### src/rtl/fifo_sc_prog_pkg.sv
// Shared constants for the programmable single-clock FIFO: read-mode
// selectors and the depth derivation used by the top and the storage array.
package fifo_sc_prog_pkg;

  localparam int FWFT_REG  = 0;
  localparam int FWFT_FALL = 1;

  function automatic int fifo_depth(input int aw);
    return 1 << aw;
  endfunction

endpackage

### src/rtl/fifo_sc_ram.sv
// Simple dual-port storage for the FIFO: one write port and one registered
// read port, DEPTH x DW, contents are never reset.
module fifo_sc_ram
  import fifo_sc_prog_pkg::*;
#(
  parameter int DW = 8,
  parameter int AW = 4
) (
  input  logic          clk,
  input  logic          wen,
  input  logic [AW-1:0] waddr,
  input  logic [DW-1:0] wdata,
  input  logic          ren,
  input  logic [AW-1:0] raddr,
  output logic [DW-1:0] rdata
);

  localparam int DEPTH = fifo_depth(AW);

  logic [DW-1:0] mem [DEPTH];

  always_ff @(posedge clk) begin
    if (wen) mem[waddr] <= wdata;
    if (ren) rdata <= mem[raddr];
  end

endmodule

### src/rtl/fifo_sc_prog.sv
// Single-clock FIFO with runtime almost-full/almost-empty thresholds, sticky
// error flags and selectable registered or first-word-fall-through reads.
module fifo_sc_prog
  import fifo_sc_prog_pkg::*;
#(
  parameter int DW   = 8,
  parameter int AW   = 4,
  parameter int FWFT = FWFT_REG
) (
  input  logic          clk,
  input  logic          rst,
  input  logic          clr,
  input  logic          we,
  input  logic [DW-1:0] din,
  input  logic          re,
  output logic [DW-1:0] dout,
  input  logic [AW:0]   af_thresh,
  input  logic [AW:0]   ae_thresh,
  output logic          full,
  output logic          empty,
  output logic          almost_full,
  output logic          almost_empty,
  output logic [AW:0]   count,
  output logic          overflow,
  output logic          underflow
);

  localparam int          DEPTH   = fifo_depth(AW);
  localparam logic [AW:0] DEPTH_C = (AW+1)'(DEPTH);
  localparam bit          IS_FWFT = (FWFT == FWFT_FALL);

  logic [AW-1:0] wptr, rptr;
  logic [AW:0]   count_nxt, ram_cnt;
  logic [DW-1:0] ram_q;
  logic          wr_ok, rd_ok, load, ram_re;
  logic          ov, ov_nxt, empty_nxt, rd_seen;

  assign wr_ok = we & ~full;
  assign rd_ok = re & ~empty;

  // In FWFT mode rptr addresses the oldest word still in the array; the head
  // word lives in the RAM read register, flagged by ov.
  assign ram_cnt = count - {{AW{1'b0}}, ov};
  assign load    = IS_FWFT && (ram_cnt != '0) && (!ov || rd_ok);
  assign ram_re  = IS_FWFT ? load : rd_ok;

  always_comb begin
    count_nxt = count;
    case ({wr_ok, rd_ok})
      2'b10:   count_nxt = count + 1'b1;
      2'b01:   count_nxt = count - 1'b1;
      default: count_nxt = count;
    endcase
    ov_nxt = 1'b0;
    if (IS_FWFT) ov_nxt = load ? 1'b1 : (rd_ok ? 1'b0 : ov);
    empty_nxt = IS_FWFT ? !ov_nxt : (count_nxt == '0);
  end

  always_ff @(posedge clk) begin
    if (!rst) begin
      wptr         <= '0;
      rptr         <= '0;
      count        <= '0;
      empty        <= 1'b1;
      almost_empty <= 1'b1;
      full         <= 1'b0;
      almost_full  <= 1'b0;
      overflow     <= 1'b0;
      underflow    <= 1'b0;
      ov           <= 1'b0;
      rd_seen      <= 1'b0;
    end else if (clr) begin
      // rd_seen is kept so a registered-mode dout survives a flush
      wptr         <= '0;
      rptr         <= '0;
      count        <= '0;
      empty        <= 1'b1;
      almost_empty <= 1'b1;
      full         <= 1'b0;
      almost_full  <= 1'b0;
      overflow     <= 1'b0;
      underflow    <= 1'b0;
      ov           <= 1'b0;
    end else begin
      if (wr_ok)  wptr <= wptr + AW'(1);
      if (ram_re) rptr <= rptr + AW'(1);
      count        <= count_nxt;
      full         <= (count_nxt == DEPTH_C);
      empty        <= empty_nxt;
      almost_full  <= (count_nxt >= af_thresh);
      almost_empty <= (count_nxt <= ae_thresh);
      if (we & full)  overflow  <= 1'b1;
      if (re & empty) underflow <= 1'b1;
      ov <= ov_nxt;
      if (rd_ok) rd_seen <= 1'b1;
    end
  end

  fifo_sc_ram #(.DW(DW), .AW(AW)) u_ram (
    .clk   (clk),
    .wen   (wr_ok & rst & ~clr),
    .waddr (wptr),
    .wdata (din),
    .ren   (ram_re & rst & ~clr),
    .raddr (rptr),
    .rdata (ram_q)
  );

  // The RAM register is not reset, so dout is masked until it holds a word.
  assign dout = IS_FWFT ? (ov ? ram_q : '0) : (rd_seen ? ram_q : '0);

endmodule

### config.mk
export PLATFORM = sky130hd
export DESIGN_NAME = fifo_sc_prog
export DESIGN_NICKNAME = d
export VERILOG_FILES = /design/src/rtl/fifo_sc_prog_pkg.sv /design/src/rtl/fifo_sc_ram.sv /design/src/rtl/fifo_sc_prog.sv
export SDC_FILE = /design/constraint.sdc
export NUM_CORES = 1
export LEC_CHECK = 0
export BUFFER_PORTS_ARGS = -buffer_cell sky130_fd_sc_hd__buf_2
export CAP_MARGIN = 0
export CELL_PAD_IN_SITES_DETAIL_PLACEMENT = 1
export CELL_PAD_IN_SITES_GLOBAL_PLACEMENT = 1
export CORE_MARGIN = 2
export CORE_UTILIZATION = 55
export DETAILED_ROUTE_END_ITERATION = 10
export PLACE_DENSITY = 0.87
export SLEW_MARGIN = 20
export SYNTH_ARGS = -nofsm -noshare
export SYNTH_HDL_FRONTEND = slang
export SYNTH_HIERARCHICAL = 1
export SYNTH_SLANG_ARGS = --single-unit
### constraint.sdc
create_clock -name clk -period 7.2 [get_ports clk]
set_input_delay 1.44 -clock clk [delete_from_list [all_inputs] [get_ports clk]]
set_output_delay 1.44 -clock clk [all_outputs]
set_load 0.05 [all_outputs]
### Word-level counts from Yosys, hierarchy flattened

Memories as Yosys holds them, arrays and structs flattened. A register that Yosys moved wholly into a read port is not among the register bits.
Index checks and enable logic that the tools add are counted.

* memories kept: 1
* output and inout bits: 19
* register bits: 20
* input port bits: 23
* RAM bits: 128

Memories
* u_ram.mem: words 16, width 8, read ports 1, clocked after memory_dff 1, write ports 1, RTL line fifo_sc_ram.sv:20 `logic [DW-1:0] mem [DEPTH];`

* reductions and logical operators: 3
* equal/unequal tests: 3
* mux-type cells: 4
* $add $sub $neg: 4
* magnitude comparators: 2
* bitwise logic cells: 12

Operator list (count)
* case mux 5 bit (2 select lines): 1
* adder 4 x 1 -> 4 bit (second input constant): 2
* bitwise AND 1 bit: 8
* two-way mux 8 bit: 1
* adder 5 x 1 -> 5 bit (second input constant): 1
* == test 5 bit (second input constant): 1
* greater-or-equal comparator 5 bit: 1
* <= comparator 5 bit: 1
* logical NOT 5 bit: 1
* subtractor 5 x 1 -> 5 bit (second input constant): 1
* inverter 1 bit: 4
* == test 2 x 1 -> 1 bit (second input constant): 1
* == test 2 bit (second input constant): 1
* two-way mux 1 bit: 2
* AND reduction 2 bit: 1
* OR reduction 2 bit: 1

### Depth between registers and ports, before layout

Gate-level depths: netlist of the first run.

* depth after elaboration: 6
* depth in mapped cells: 16

### Hierarchy

Netlist of the first run, hierarchy kept.

Modules (own cells, without submodules)
* fifo_sc_ram: instances 1, cells an instance 229, sequential area each 4083.9 µm², area an instance 5227.5 µm²
* fifo_sc_prog: instances 1, cells an instance 139, sequential area each 400.4 µm², area an instance 1202.4 µm²

### Worst setup path after synthesis of the first run

OpenSTA, ideal clock, no wires.

* kind: input to register
* start point: input port we
* end point: register almost_empty
* required time: 7.078 ns
* setup time: 0.122 ns
* path buffers: 1
* slack: 3.035 ns
* cell stages on the path: 15
* data arrival time: 4.044 ns
* path through: nor2b_1 > inv_1 > ha_1 > buf_4 > xor2_1 > ha_1 > a211oi_1 > o21ai_0 > xnor2_1 > inv_1 > ha_1 > nand3_1 > nor2_1 > a21oi_1 > a221o_1

* word-level cells in the longest chain between the ends: 4
* elaborated cells between the ends (all ways): 5
* classes of those cells: order compare (1); eq/ne (2); mux (1); bitwise (1)

Ends and longest elaborated chain
* start, declared: RTL line fifo_sc_prog.sv:13 `input logic we,`
* bitwise AND 1 bit (*): RTL line fifo_sc_prog.sv:38 `assign wr_ok = we & ~full;`
* == test 2 x 1 -> 1 bit / == test 2 bit (equally long branches): RTL line fifo_sc_prog.sv:49 `case ({wr_ok, rd_ok})`
* case mux 5 bit (2 select lines) (*): RTL line fifo_sc_prog.sv:49
* named net count_nxt[4]: RTL line fifo_sc_prog.sv:33 `logic [AW:0] count_nxt, ram_cnt;`
* <= comparator 5 bit (*): RTL line fifo_sc_prog.sv:91 `almost_empty <= (count_nxt <= ae_thresh);`
* end signal, assigned: RTL line fifo_sc_prog.sv:91
* end, declared: RTL line fifo_sc_prog.sv:22 `output logic almost_empty,`

Mark *: on every way through the listed nets, which the timed path passes. The rest lies on a longest branch.
A chain may end at the register's enable or synchronous reset.

### Final worst setup path of the first run

Same ends and word-level chain as after synthesis.

==> results of run 1 <==
## metal layers
metal | up-vias | global-route usage | routed length (um) | part of all wire
li1 | 1540 | - | - | -
met5 | - | 0 | 0 | 0
met3 | 24 | 0.0545 | 866 | 0.057
met4 | 0 | 0.125 | 411 | 0.027
met2 | 154 | 0.427 | 7800 | 0.52
met1 | 1813 | 0.324 | 5990 | 0.40
## registers in the layout, summed over array words and instances (netlist names), 4 cells and up
name         flops
count            5
rptr             4
u_ram/mem      128
u_ram/rdata      8
wptr             4
## worst max-delay path: stages
cell and delay, ps:
buf_2 80, nor2b_1 330, inv_1 150, ha_1 330
xor2_1 200, ha_1 230, a211oi_1 250, o21ai_0 140
xnor2_1 320, inv_1 180, ha_1 350, nand3_1 110
nor2_1 120, a21oi_1 130, a221o_1 370
## cell type report
cell class / instances / area (sq um) / share of cell area
Clock buffer: 18 / 429 / 0.0587
Tap cell: 143 / 179 / 0.0245
Inverter: 12 / 45.0 / 0.00616
Clock inverter: 13 / 140 / 0.0192
Sequential cell: 156 / 4490 / 0.614
Timing Repair Buffer: 46 / 243 / 0.0332
Multi-Input combinational cell: 186 / 1790 / 0.245
## through the flow
stage	std cells	util	hold WS, ps
detailed placement	543	0.590	473
floorplan	368	-	512
global placement	543	0.590	443
finish	574	0.640	478
global route	574	0.640	515
CTS	574	0.640	490
## worst min path at each step
stage	start	endpoint	slack, ps	cells past startpoint
floorplan	rptr[1]	rptr[1]	510	2
global placement	underflow	underflow	440	2
detailed placement	overflow	overflow	470	2
CTS	overflow	overflow	490	2
global route	overflow	overflow	510	2
finish	overflow	overflow	480	2
## cells in the mapped netlist, types with 4 or more instances
cell type,number
and2_1,10
dfxtp_1,20
nand2b_1,6
a22oi_1,16
nor3_1,5
buf_6,4
mux4_2,18
xor2_1,9
edfxtp_1,136
xnor2_1,4
mux4_1,14
nor2_1,30
nand2_1,19
ha_1,13
a21oi_1,7
inv_1,12
## where the power goes
part           switching [mW]  total, mW  leakage, nW  internal [mW]
registers             0.00479      0.991         1.39          0.987
clock network           0.349      0.858        0.271          0.510
logic                  0.0540     0.0823        0.928         0.0283
total                   0.407       1.93         2.59           1.52
## logic make-up (layout without fill, tap and decap cells)
kind of cell	count (synthesis)	in the layout
adder cells (fa/ha/maj)	13	13
XOR/XNOR	14	14
AO/OA/AOI/OAI	36	36
multiplexers	33	33
flip-flops	156	156
buffers and inverters	26	89
AND/OR/NAND/NOR	90	90
==> flow_summary.json, run 1 <==
{
  "synth_edf_count": 136,
  "crit_type": "primary input to register",
  "fp.coreArea_sq_mm": 0.0114,
  "synthCells": 368,
  "n_antenna_cell": 0,
  "cts_tree": "yes",
  "area_delta_synth_final_pct": 13.7,
  "synthXorXnorAreaFrac": 0.0202,
  "drt-initial-drc-count": 306,
  "yosys.area.top_type_share": 0.635,
  "via_per_inst": 6.15,
  "yosysSeqAreaShare": 0.697,
  "synth_top_family_by_area": "multiplexers",
  "drive_gt1_frac": 0.241,
  "cts_root_buf": "clkbuf_16",
  "synth_compound_area_frac": 0.0397,
  "cellPowerDensity_mw_per_mm2": 264,
  "yosysTopAreaCell": "edfxtp_1",
  "async_flop_share": 0,
  "ys_types": 46,
  "reg2reg_from": "full",
  "finalSetupViolations": 0,
  "fin_ws_ps": 2760,
  "final_cell_mix": "edfxtp_1 (136), buf_2 (41), nor2_1 (30)",
  "firstDrtPassIters": 5,
  "power.total_mw": 1.93,
  "pre_cts_ws_ps": 2480,
  "cts_buffers": 17,
  "drv_cap": 0,
  "die_height_um": 112,
  "num-nets-final": 455,
  "slew_headroom": 0.256,
  "ys_seq_elements": 156,
  "clkLatencyLatePin_ps": 420,
  "num_vias": 3531,
  "path_max_fanout": 7,
  "initial_core_util": 0.563,
  "synth-main-ff-cell": "edfxtp_1",
  "syn_nets": 404,
  "cts_hold_buf": 0,
  "clockBufferDepth": 2,
  "syn_area_per_cell_sq_um": 17.5,
  "io_pins": 42,
  "remaining_drc_errors": 0,
  "fin_area_sq_mm": 0.00731,
  "grt_overflow_total": 0,
  "dp_hpwl_um": 9530,
  "startpoint": "we",
  "cts.sink_count": 156,
  "arrival_ps": 4740,
  "max_freq_mhz": 225,
  "r2r_slack_ps": 3560,
  "antenna_found_initial": 0,
  "post_cts_buffers": 0,
  "crit_required_ps": 7500,
  "chipWidth_um": 112,
  "clk_pin_slew_ps": 60,
  "hold_path.class": "register to register",
  "synthMuxAreaShare": 0.122,
  "grt_max_degree": 36,
  "numPortBuffers": 41,
  "antenna_left": 0,
  "vdd_drop_max_uv": 183,
  "end_kind": "register",
  "rsz0062_at_grt": "no",
  "dieArea_sq_mm": 0.0126,
  "hold_viol": 0,
  "worst_slew_pin_slew_ps": 1110,
  "startpoint_type": "primary input",
  "cts_resized": 0,
  "timing.rr.end": "almost_empty",
  "skew_ps": 6.96,
  "status": "complete, no violations",
  "yosys-top-cells-area": "edfxtp_1 (64%), mux4_2 (6.3%), dfxtp_1 (6.2%)",
  "slew_violations": 0,
  "setup_tns_ps": 0,
  "placed_cell_area_sq_mm": 0.00674,
  "routed_wl_um": 15100,
  "place.gp.congestion": 0.817,
  "period_needed_ps": 4440,
  "grt_usage": 0.257,
  "htree_levels": 4,
  "wire_per_inst_um": 26.3,
  "grt_pass1_vias": 3735,
  "yosys_warnings": 6,
  "cp-endpoint": "almost_empty",
  "row_count": 39,
  "grt_pass1_wl_um": 23000,
  "final_common_cell": "edfxtp_1",
  "fin_crit_sh": 0.617,
  "total_leakage_power_nw": 2.59,
  "fill_cells": 994,
  "synth-simple-area-share": 0.0710,
  "synthesis.area_sq_mm": 0.00643,
  "synth-adder-area-share": 0.0253,
  "ff2ff_path_depth": 14
}
Note: power is estimated with default switching activity, not from simulation.
==> run 2: changes to the inputs <==
ABC_AREA = 1   (was default)
CORE_UTILIZATION = 48   (was 55)
PLACE_DENSITY = 0.84   (was 0.87)
clock period = 4.5 ns   (was 7.2 ns; I/O delays follow)
==> flow_summary.json, run 2 <==
{
  "status": "complete, no violations",
  "cts_resized": 0,
  "n_antenna_cell": 0,
  "r2r_slack_ps": 1320,
  "drive_gt1_frac": 0.128,
  "cts_buffers": 17,
  "slew_violations": 0,
  "yosys.area.top_type_share": 0.568,
  "htree_levels": 4,
  "grt_max_degree": 65,
  "antenna_left": 0,
  "place.gp.congestion": 0.824,
  "synth_edf_count": 136,
  "cellPowerDensity_mw_per_mm2": 410,
  "slowest_stage": "ha_1",
  "die_height_um": 126,
  "crit_chain": "buf_2 > inv_1 > nor2_1 > ha_1 > nand2_2 > inv_2 > nor2_4 > ha_1 > a21o_1 > nand3_2 > nand2_2 > a21oi_2 > o21ai_2 > xnor2_2 > ha_1 > nand3_1 > nand2_1 > inv_1 > nand3_1 > nand2_1",
  "final_common_cell": "nand2_1",
  "antenna_found_initial": 1,
  "post-route-util": 0.557,
  "area_delta_synth_final_pct": 12.9,
  "reg_top3": "u_ram/mem (128), u_ram/rdata (8), count (5)",
  "via_per_inst": 5.35,
  "path_max_fanout": 7,
  "synth-simple-area-share": 0.225,
  "clockBufferDepth": 2,
  "grt_usage": 0.248,
  "yosysTopAreaCell": "edfxtp_1",
  "num-nets-final": 814,
  "synth-adder-area-share": 0.0226,
  "setup_tns_ps": 0,
  "yosysSeqAreaShare": 0.624,
  "ys_types": 35,
  "drv_cap": 0,
  "cts.sink_count": 156,
  "clkLatencyLatePin_ps": 430,
  "worst_slew_pin_slew_ps": 1030,
  "clk_pin_slew_ps": 60,
  "slew_headroom": 0.311,
  "row_count": 44,
  "max_freq_mhz": 290,
  "num_vias": 5220,
  "synth-main-ff-cell": "edfxtp_1",
  "synthMuxAreaShare": 0,
  "post_cts_buffers": 0,
  "fp.coreArea_sq_mm": 0.0146,
  "worst_hold_slack_ps": 472,
  "crit_type": "primary input to register",
  "grt_overflow_total": 0,
  "synthCells": 741,
  "synth_top_family_by_area": "simple AND/OR/NAND/NOR gates",
  "numPortBuffers": 41,
  "syn_nets": 777,
  "cts_hold_buf": 0,
  "skew_ps": 10.5,
  "chipWidth_um": 126,
  "drt-initial-drc-count": 378,
  "largest_reg_flops": 128,
  "wire_per_inst_um": 19.4,
  "hold_path.class": "register to register",
  "synth_compound_area_frac": 0.0170,
  "regMostFlops": "u_ram/mem",
  "ys_top_cells_by_count": "nand2_1 (203), inv_1 (141), edfxtp_1 (136), nand3_1 (109), nor2_1 (39)",
  "yosys_warnings": 6,
  "end_kind": "register",
  "cp_common_cell": "ha_1",
  "grt_pass1_vias": 5603,
  "dp_hpwl_um": 11500,
  "async_flop_share": 0,
  "dieArea_sq_mm": 0.0160,
  "fin_crit_sh": 0.766,
  "firstDrtPassIters": 5,
  "initial_core_util": 0.493,
  "total_leakage_power_nw": 3.60,
  "syn_area_per_cell_sq_um": 9.71,
  "grt_pass1_wl_um": 30000,
  "ys_seq_elements": 156,
  "startpoint_type": "primary input",
  "cts_tree": "yes",
  "final_cell_mix": "nand2_1 (203), inv_1 (141), edfxtp_1 (136)",
  "io_pins": 42,
  "hold_viol": 0,
  "period_needed_ps": 3450,
  "yosys.cell_count.top_type": "nand2_1",
  "arrival_ps": 3820,
  "crit_required_ps": 4870,
  "yosys-top-cells-area": "edfxtp_1 (57%), nand2_1 (11%), nand3_1 (7.6%)",
  "fill_cells": 1631,
  "synthesis.area_sq_mm": 0.00719,
  "cts_root_buf": "clkbuf_16",
  "routed_wl_um": 19000,
  "vdd_drop_max_uv": 237,
  "max_stage_delay_ps": 510,
  "synthXorXnorAreaFrac": 0.00818,
  "remaining_drc_errors": 0,
  "rsz0062_at_grt": "no",
  "finalSetupViolations": 0
}
[run 2: where the power goes]
part | switching [mW] | leakage [nW] | internal (mW)
combinational | 0.118 | 1.90 | 0.0451
sequential | 0.00859 | 1.39 | 1.58
clock | 0.551 | 0.315 | 1.03
[run 2: routing by layer]
| metal | share of wire | vias to the layer above | global-route usage | wire length (um) |
|---|---|---|---|---|
| met5 | 0 | - | 0 | 0 |
| met3 | 0.046 | 31 | 0.0485 | 874 |
| met1 | 0.42 | 2614 | 0.305 | 7920 |
| met4 | 0.025 | 0 | 0.0957 | 479 |
| li1 | - | 2432 | - | - |
| met2 | 0.51 | 143 | 0.431 | 9690 |
[run 2: layout make-up]
cell class	instances	area (sq um)	share of cell area
Tap cell	184	230	0.0284
Inverter	147	553	0.0681
Clock inverter	7	160	0.0197
Timing Repair Buffer	46	243	0.0299
Sequential cell	156	4490	0.552
Multi-Input combinational cell	410	1960	0.242
Clock buffer	25	485	0.0598
[run 2: path summary, 6_finish.rpt]
check           start      endpoint  depth (start not counted)
min          overflow      overflow                          2
min reg2reg  overflow      overflow                          2
max                re  almost_empty                         20
max reg2reg     empty  almost_empty                         18
[run 2: cells by family (layout without fill, tap and decap cells)]
family | after synthesis | in the layout
flip-flops | 156 | 156
AND/OR/NAND/NOR | 373 | 373
AO/OA/AOI/OAI | 19 | 19
XOR/XNOR | 5 | 5
adder cells (fa/ha/maj) | 13 | 13
buffers and inverters | 175 | 225
[run 2: metrics by stage]
step / cells / power, mW / setup WS, ps / area (sq um)
2_1_floorplan: 741 / 1.72 / 1180 / 7190
3_3_place_gp: 943 / 1.77 / 864 / 7470
3_5_place_dp: 943 / 1.78 / 688 / 7470
4_1_cts: 975 / 3.34 / 1050 / 8120
5_1_grt: 975 / 3.41 / 748 / 8120
6_report: 975 / 3.33 / 1050 / 8120
[run 2: critical path: cells and delay by family]
family | cells | cell delay, ps
buffers and inverters | 4 | 290
xor gates and xnor gates | 1 | 260
and+or+nand+nor | 9 | 920
adders and majority gates | 3 | 1010
AOI/OAI and AO/OA | 3 | 410
